==> src/rtl/fixed_to_float.sv <==
// Multi-cycle signed Q2.30 to IEEE-754 single-precision converter (one normalising shift per edge).
// Optional build macro: ROUND_NEAREST_EN selects round-to-nearest-even instead of truncation.
module fixed_to_float (
  input  logic        clk,
  input  logic        reset,
  input  logic        clk_en,
  input  logic        start,
  input  logic [31:0] dataa,
  output logic        done,
  output logic [31:0] result
);

  typedef enum logic [1:0] {StIdle, StNorm, StPack} state_e;

  state_e      state_q, state_d;
  logic        sign_q, sign_d;
  logic [31:0] mag_q, mag_d;
  logic [7:0]  exp_q, exp_d;
  logic        done_q, done_d;
  logic [31:0] result_q, result_d;

  logic [22:0] mant_pack;
  logic [7:0]  exp_pack;

`ifdef ROUND_NEAREST_EN
  logic        round_up;
  logic [23:0] mant_sum;

  always_comb begin
    round_up = mag_q[7] & ((|mag_q[6:0]) | mag_q[8]);
    mant_sum = {1'b0, mag_q[30:8]} + {23'd0, round_up};
    // Carry out of the mantissa: significand becomes 2.0, i.e. 1.0 at the next exponent.
    if (mant_sum[23]) begin
      mant_pack = 23'd0;
      exp_pack  = exp_q + 8'd1;
    end else begin
      mant_pack = mant_sum[22:0];
      exp_pack  = exp_q;
    end
  end
`else
  logic unused_round_bits;

  assign unused_round_bits = ^mag_q[7:0];

  always_comb begin
    mant_pack = mag_q[30:8];
    exp_pack  = exp_q;
  end
`endif

  always_comb begin
    state_d  = state_q;
    sign_d   = sign_q;
    mag_d    = mag_q;
    exp_d    = exp_q;
    result_d = result_q;
    done_d   = 1'b0;
    case (state_q)
      StIdle: begin
        if (start) begin
          sign_d  = dataa[31];
          // Two's-complement negate maps 0x80000000 onto itself, which is the wanted magnitude.
          mag_d   = dataa[31] ? (~dataa + 32'd1) : dataa;
          exp_d   = 8'd128;
          state_d = (dataa == 32'd0) ? StPack : StNorm;
        end
      end
      StNorm: begin
        if (mag_q[31]) begin
          state_d = StPack;
        end else begin
          mag_d = {mag_q[30:0], 1'b0};
          exp_d = exp_q - 8'd1;
        end
      end
      StPack: begin
        done_d   = 1'b1;
        state_d  = StIdle;
        result_d = (mag_q == 32'd0) ? 32'd0 : {sign_q, exp_pack, mant_pack};
      end
      default: state_d = StIdle;
    endcase
  end

  always_ff @(posedge clk or negedge reset) begin
    if (!reset) begin
      state_q  <= StIdle;
      sign_q   <= 1'b0;
      mag_q    <= 32'd0;
      exp_q    <= 8'd0;
      done_q   <= 1'b0;
      result_q <= 32'd0;
    end else if (clk_en) begin
      state_q  <= state_d;
      sign_q   <= sign_d;
      mag_q    <= mag_d;
      exp_q    <= exp_d;
      done_q   <= done_d;
      result_q <= result_d;
    end
  end

  assign done   = done_q;
  assign result = result_q;

endmodule

==> config.mk <==
export PLATFORM = sky130hd
export DESIGN_NAME = fixed_to_float
export DESIGN_NICKNAME = d
export VERILOG_FILES = /design/src/rtl/fixed_to_float.sv
export SDC_FILE = /design/constraint.sdc
export NUM_CORES = 1
export LEC_CHECK = 0
export ABC_AREA = 1
export CORE_MARGIN = 2
export CORE_UTILIZATION = 58
export CTS_CLUSTER_SIZE = 28
export DETAILED_ROUTE_END_ITERATION = 10
export GPL_TIMING_DRIVEN = 0
export PLACE_DENSITY = 0.95
export REMOVE_ABC_BUFFERS = 1
export SYNTH_ARGS = -nofsm -noshare
export SYNTH_HDL_FRONTEND = slang
export SYNTH_SLANG_ARGS = --single-unit
==> constraint.sdc <==
create_clock -name clk -period 2.9 [get_ports clk]
set_clock_uncertainty 0.05 [all_clocks]
set_input_delay 0.58 -clock clk [delete_from_list [all_inputs] [get_ports clk]]
set_output_delay 0.58 -clock clk [all_outputs]
set_load 0.01 [all_outputs]
-- Word level (Yosys, flattened, before mapping)
Index checks and enable logic that the tools add are counted.
- flip-flop bits (word level): 76
- input bits: 36
- word-level logic and storage cells: 37
- add/sub/neg operators: 2
- eq/ne operators: 5
- muxes and demuxes: 13
- bitwise gates (word level): 1
- reductions and logical operators: 9
- operators with widths (kind ; count):
    32-bit 2-to-1 mux ; 4
    32-bit logical NOT ; 2
    32-bit case mux with 2 select lines ; 1
    32-bit by 1-bit adder with 32-bit output (second input constant) ; 1
    32-bit inverter ; 1
    8-bit 2-to-1 mux ; 2
    8-bit case mux with 2 select lines ; 1
    3-bit AND reduction ; 3
    8-bit by 1-bit subtractor with 8-bit output (second input constant) ; 1
    2-bit 2-to-1 mux ; 3
    2-bit != test (second input constant) ; 3
    2-bit case mux with 2 select lines ; 1
    4-bit AND reduction ; 1
    2-bit by 1-bit == test with 1-bit output (second input constant) ; 1
    2-bit == test (second input constant) ; 1
    2-bit logical NOT ; 1
    2-bit AND reduction ; 1
    2-bit nonzero test ; 1
    1-bit 2-to-1 mux ; 1

-- Logic depth before layout (Yosys ltp)
Gate-level depths: netlist (run 1).
- word-level depth: 5
- depth in mapped cells: 10
- gate-level depth less buffers: 10

-- Worst setup path after synthesis (run 1)
No wires, ideal clock.
- kind: input port to flip-flop
- start point: input dataa[0]
- end point: register mag_q[24]
- setup time: 77 ps
- arrival: 1612 ps
- data required time: 2773 ps
- slack: 1160 ps
- stages on the path: 10
- buffers on the path: 0
- cells stage by stage: inv_1 -> ha_1 -> nand2_1 -> nor2_2 -> nand3_1 -> nand2_1 -> nand2_1 -> nand2_1 -> nand3_1 -> a21oi_1
- cells in the longest elaborated chain, start to end: 5
- RTL lines (element ; RTL line ; source):
    start, declared ; 8 ; input logic [31:0] dataa,
    32-bit inverter ; 64 ; mag_d = dataa[31] ? (~dataa + 32'd1) : dataa;
    32-bit by 1-bit adder with 32-bit output ; 64 ;
    32-bit 2-to-1 mux ; 64 ;
    32-bit 2-to-1 mux ; 61 ; if (start) begin
    32-bit case mux with 2 select lines ; 59 ; case (state_q)
    end signal, assigned ; 97 ; mag_q <= mag_d;
    end, declared ; 17 ; logic [31:0] mag_q, mag_d;
Every way passes these cells. The select of a mux whose other input is x is not followed.
A chain may end at the register's enable or synchronous reset.

-- Worst setup path after layout (run 1)
- start point: register state_q[0]
- end point: register mag_q[18]
- cells in the longest elaborated chain, start to end: 3
- elaborated cells between the ends (all ways): 7
- classes of those cells: eq/ne (3); mux (1); reduce/logical (3)
- RTL lines (element ; RTL line ; source):
    start, declared ; 15 ; state_e state_q, state_d;
    start signal, assigned ; 88 ; state_q <= StIdle;
    start signal, assigned ; 95 ; state_q <= state_d;
    2-bit by 1-bit == test with 1-bit output or 2-bit logical NOT (tied branches) ; 59 ;
    2-bit != test (no line) or 2-bit nonzero test (tied branches) ; -- ;
    4-bit AND reduction (no line) ; -- ;
Several ways; a longest one is shown, not always the timed one.

==> results of run 1 <==
-- worst min-delay path by stage --
stage	slack, ns	cells past startpoint	start	to
after global placement	0.40	2	result[12]	result[12]
after CTS	0.13	1	reset	result[28]
final	0.12	1	reset	exp_pack[0]
after global routing	0.14	1	reset	result[28]
after detailed placement	0.42	2	result[12]	result[12]
after floorplan	0.23	0	reset	done
-- power by group through the flow --
stage | logic [W] | clock network [W] | registers [W]
after CTS | 0.00216 | 0.00102 | 0.00193
after detailed placement | 0.00212 | 0 | 0.00194
after global routing | 0.00244 | 0.00107 | 0.00200
final | 0.00222 | 0.00102 | 0.00194
after global placement | 0.00200 | 0 | 0.00191
after floorplan | 0.00116 | 0 | 0.00196
-- routing by layer --
metal	vias to the layer above	GRT usage (%)	share of wire, %
met4	0	14.49	2.9
met5	-	0	0
met1	2133	39.08	40
met3	40	5.092	7.8
li1	2102	-	-
met2	258	50.68	49
-- kinds of logic (layout without fill, tap and decap cells) --
| family | Yosys count | after routing |
|---|---|---|
| adders and majority gates | 2 | 2 |
| AOI/OAI and AO/OA | 124 | 126 |
| buffers and inverters | 95 | 156 |
| xor gates and xnor gates | 1 | 1 |
| and+or+nand+nor | 295 | 296 |
| DFF | 76 | 76 |
-- worst max-delay path, stage by stage (launching register included) --
cell	delay, ns
dfrtp_1	0.46
inv_2	0.09
nor2_4	0.20
inv_2	0.27
nor2_4	0.60
o21ai_4	0.28
inv_2	0.33
o21ai_0	0.15
o21ai_0	0.11
o21ai_0	0.11
-- final cells by class --
type / count / area (um^2)
multi-input cells: 425 / 2101
fillers: 564 / 1918
flip-flops and latches: 76 / 1902
repair buffers: 69 / 693.2
inverters: 71 / 266.5
clock buffers: 11 / 141.4
well taps: 99 / 123.9
clock inverters: 5 / 107.6
-- through the flow --
step	utilization [%]	setup TNS, ns	worst slack, ns	std cells
floorplan	-	0	0.4242	569
global placement	69.52	-105.36	-1.345	736
detailed placement	69.76	-5.652	-0.4712	737
CTS	73.30	-0.1002	-0.1002	754
global route	73.56	-0.01358	-0.01358	756
finish	73.56	0	0.1034	756
-- state kept, by name (all words and copies together), names as in the netlist --
register,flops
state_q,2
result,32
sign_q,1
mag_q,32
done,1
exp_pack,8
-- layout by cell type, fill, tap and decap left out, drive strengths merged, types with 2 or more instances in the layout --
cell / count
ha: 2
a22oi: 12
o21bai: 3
o21ai: 54
clkbuf: 12
or2: 3
inv: 72
nand4: 11
a21boi: 4
nand3b: 4
and2: 2
a2bb2oi: 6
nand3: 66
nand2: 134
dfrtp: 76
nor3: 3
bufinv: 3
nor4: 9
o211ai: 4
a21oi: 36
o22ai: 3
a21o: 3
clkdlybuf4s50: 66
buf: 2
nor2: 63
-- repair_timing --
| item | 4_1_cts | 5_1_grt |
|---|---|---|
| gates cloned | 1 | 2 |
| pin swaps | 1 | 2 |
| endpoints found under the setup margin | 20 | 36 |
| gates resized for setup | 1 | 3 |
| hold endpoints to repair | 0 | 0 |
==> results.cfg, run 1 <==
[clock_tree]
cts_setup_buffers = 0
cts_buffers = 9
cts.path.max_buffers = 2
cts_htree_levels = 3
cts_hold_buf = 0
cts_sinks = 76
root_buffer = clkbuf_8
clk_pin_slew_ns = 0.08
clk_latency_ns = 0.35
cts_tree = built

[synthesis]
synth_compound_area_share_pct = 16.75
synth_cell_types = 38
synth_edf_count = 0
synthTopCellsByCount = nand2_1 (134), dfrtp_1 (76), inv_1 (66), nand3_1 (66), nor2_1 (58)
ys_seq_elements = 76
synthXorXnorAreaFrac_pct = 0.2008
synth-seq-area-share_pct = 43.60
synth_top_family_by_area = simple AND/OR/NAND/NOR gates
synth-main-ff-cell = dfrtp_1
synthArstFlopShare_pct = 100.0
yosysWarnings = 0
synth_mux_area_share_pct = 0
synthCells = 593
postSynthAreaPerCell_um2 = 7.355
synth_area_leader_cell = dfrtp_1
synth_area_um2 = 4362
synth.most_common_cell = nand2_1
synthTopCellsByArea = dfrtp_1 (44%), nand2_1 (12%), nand3_1 (7.6%), inv_1 (5.7%), o21ai_0 (5.4%)
synth-simple-area-share_pct = 29.92
yosys.area_share.adder_pct = 0.5737
synth_top_area_share_pct = 43.60

[timing]
hold_violations = 0
finalMaxSlewViolations = 0
max_freq_ghz = 0.3576
setup_violations = 0
hold-worst-slack_ns = 0.1240
fin_crit_sh_pct = 96.43
slew-limit-headroom_pct = 41.33
grt_setup_unrepaired = true
period_minus_slack_ns = 2.797
worst_pin_slew_ns = 0.8791

[critical_path]
cp_max_fo = 31
crit_arrival_ns = 2.98
endpoint = mag_q[18]
worstSetupPathType = reg -> reg
r2r-end = mag_q[18]
worst_setup_path_end_kind = flip-flop
rrSetupSlack_ns = 0.10
r2r_start = state_q[0]
startpoint_type = flip-flop
required_ns = 3.08
worstRegToRegCells = 9
critPathLaunch = state_q[0]

[pwr]
p_leak_nw = 2.489
total_power_w = 0.005181
power_frac_seq_pct = 37.5
power_frac_clock_pct = 19.6
cellPowerDensity_nw_per_um2 = 971.1
p_switching_w = 0.002081
combPwrFrac_pct = 42.9
p_sw_share_pct = 40.17
p_int_w = 0.003100
vdd_drop_max_v = 0.0005632

[die]
dieHeight_um = 90.72
io_pins = 69
num_rows = 31
die_w_um = 90.72
design.die.area_um2 = 8230
start_util_pct = 60.13
core_um2 = 7253

[layout]
nets = 690
drive_above_1_share_pct = 5.327
final_cell_area_um2 = 5335
syn_to_final_growth_pct = 22.32
antenna-diode-count = 0

[global_routing]
grt_max_degree = 54
grt_pass1_vias = 4331
grt_overflow = 0
antenna_found_initial = 0
grt_use_total_pct = 30.57
grt_pass1_wl_um = 20100

[place]
io_buffer_count = 68
place.gp.congestion = 0.9629
dpl_cell_area_um2 = 5060
hpwl_um = 8449

[hold_path]
hp-class = in -> async

[routing]
ant_nets = 0
drc = 0
vias_per_cell = 5.996
drt-initial-drc-count = 419
wl_um = 12400
num_vias = 4533
dr.pass1.iters = 7
post_drt_wl_per_cell_um = 16.41

[outcome]
outcome = finished, final reports clean

[run]
max-cap-violations = 0
Note: power is estimated with default switching activity, not from simulation.
==> inputs of run 2 (changes only) <==
--- a/config.mk
+++ b/config.mk
@@ -7,12 +7,13 @@
 export LEC_CHECK = 0
 export ABC_AREA = 1
 export CORE_MARGIN = 2
-export CORE_UTILIZATION = 58
+export CORE_UTILIZATION = 40
 export CTS_CLUSTER_SIZE = 28
 export DETAILED_ROUTE_END_ITERATION = 10
 export GPL_TIMING_DRIVEN = 0
-export PLACE_DENSITY = 0.95
+export PLACE_DENSITY = 0.73
 export REMOVE_ABC_BUFFERS = 1
+export SLEW_MARGIN = 40
 export SYNTH_ARGS = -nofsm -noshare
 export SYNTH_HDL_FRONTEND = slang
 export SYNTH_SLANG_ARGS = --single-unit
==> run 2 against run 1 <==
  * Hold slack got worse by 0.077 ns
  * Register-to-register slack improved by 0.15 ns
  * Final cell count increased by 5.4%
  * Non-clock buffer count increased by 3
  * Clock power decreased by 18%
  * Combinational power decreased by 3%
  * Core utilization decreased by 24 points
  * Setup slack improved by 0.15 ns
  * Sequential share of layout area decreased by 0.17 points
  * Design area increased by 0.49%
  * Critical path type unchanged
==> results.cfg, run 2 (same netlist as run 1, synthesis figures left out) <==
[layout]
fill_cells = 1087
final_cell_mix = nand2_1 (134), dfrtp_1 (76), inv_1 (66), nand3_1 (66), clkdlybuf4s50_1 (66)
antenna-diode-count = 0
nets = 690
fin_cells = 797
final-seq-area_um2 = 1902
multi_input_area_um2 = 2076
final_common_cell = nand2_1
syn_to_final_growth_pct = 22.92
fin_util_pct = 49.90
drive_above_1_share_pct = 5.175

[critical_path]
required_ns = 3.08
path_cells = inv_2 > nor2_4 > inv_2 > nor2_4 > o21ai_4 > buf_8 > inv_2 > o21ai_0 > o21ai_0 > o21ai_0
critical_path.slowest_cell = nor2_4
cp_max_fo = 30
r2r_start = state_q[0]
worstSetupPathType = reg -> reg
worstRegToRegCells = 10
r2r-end = mag_q[18]
startpoint_type = flip-flop
crit_buf_inv = 4
crit_arrival_ns = 2.83
crit_path_max_incr_delay_ns = 0.49
cp_top_family = buffers and inverters
rrSetupSlack_ns = 0.26
worst_setup_path_end_kind = flip-flop

[clock_tree]
root_buffer = clkbuf_8
cts_htree_levels = 3
cts_buffers = 9
clk_pin_slew_ns = 0.08
cts_hold_buf = 0
ctsResizeCount = 0
cts_setup_buffers = 0
cts_sinks = 76
clk_latency_ns = 0.36
cts_tree = built
cts.path.max_buffers = 2

[outcome]
outcome = finished, final reports clean

[timing]
setup_violations = 0
worst_pin_slew_ns = 0.7624
hold_violations = 0
max_freq_ghz = 0.3782
slew-limit-headroom_pct = 49.10
finalMaxSlewViolations = 0
period_minus_slack_ns = 2.644
fin_crit_sh_pct = 91.18
grt_setup_unrepaired = false
hold-worst-slack_ns = 0.04662
tns_ns = 0

[global_routing]
use_met2_pct = 33.62
grt_max_degree = 54
grt_use_met3_pct = 2.773
grt_most_used_layer = met2
grt_overflow = 0
antenna_found_initial = 0
grt_pass1_vias = 3911
grt_use_met1_pct = 28.33
grt_pass1_wl_um = 18940
grt_use_total_pct = 20.62

[place]
place.gp.congestion = 0.8953
dpl.cell_count = 780
hpwl_um = 8548
io_buffer_count = 68

[routing]
dr.pass1.iters = 5
drc = 0
ant_nets = 0
drt-initial-drc-count = 298
wl_um = 11720
num_vias = 4238
vias_per_cell = 5.317
post_drt_wl_per_cell_um = 14.70

[pwr]
power_frac_seq_pct = 39.2
p_sw_share_pct = 39.58
cellPowerDensity_nw_per_um2 = 918.1
power_frac_clock_pct = 17.1
p_switching_w = 0.001948
p_int_w = 0.002974
total_power_w = 0.004922
combPwrFrac_pct = 43.8
vdd_drop_max_v = 0.0003904
p_leak_nw = 2.480

[hold_path]
hp-class = in -> async

[die]
num_rows = 38
core_um2 = 10750
start_util_pct = 40.59
io_pins = 69
design.die.area_um2 = 11760
die_w_um = 108.4
dieHeight_um = 108.4

[run]
max-cap-violations = 0
run 2: area by class of cell:
type                            instances  area share (%)
Multi-Input combinational cell        422           38.72
Sequential cell                        76           35.47
Timing Repair Buffer                   72           13.77
Inverter                               71           4.971
Tap cell                              140           3.267
Clock buffer                           13           2.964
Clock inverter                          3          0.8401
run 2: how the worst max path moves through the flow:
stage / start / end / slack [ns] / cells past startpoint
global route: state_q[0] / mag_q[18] / 0.09 / 10
CTS: state_q[0] / mag_q[18] / 0.06 / 10
finish: state_q[0] / mag_q[18] / 0.26 / 10
floorplan: state_q[0] / mag_q[18] / 0.42 / 8
global placement: reset / mag_q[27] / -1.39 / 1
detailed placement: clk_en / result[13] / 0.04 / 5
run 2: through the flow:
step,setup WS (ns),cell area [um^2]
floorplan,0.4242,4238
global placement,-1.386,5094
detailed placement,0.03628,5140
CTS,0.06059,5344
global route,0.08663,5361
finish,0.2559,5361
run 2: worst reg2reg max path, cell delays in order (launching register included):
cell and delay (ns):
dfrtp_1 0.47, inv_2 0.08, nor2_4 0.15, inv_2 0.25, nor2_4 0.49, o21ai_4 0.19, buf_8 0.21, inv_2 0.29
o21ai_0 0.16, o21ai_0 0.09, o21ai_0 0.09
run 2: power groups by stage:
stage          Combinational [W]  Clock, W  Sequential (W)
4_1_cts                  0.00214  0.000850         0.00192
2_1_floorplan            0.00116         0         0.00196
6_report                 0.00215  0.000840         0.00193
3_5_place_dp             0.00213         0         0.00194
5_1_grt                  0.00240  0.000900         0.00199
3_3_place_gp             0.00204         0         0.00192
run 2: routing by layer:
layer / up-vias / wire [um]
met1: 2005 / 5379
met2: 120 / 5554
met3: 22 / 558
met4: 0 / 224
met5: - / 0
li1: 2091 / -
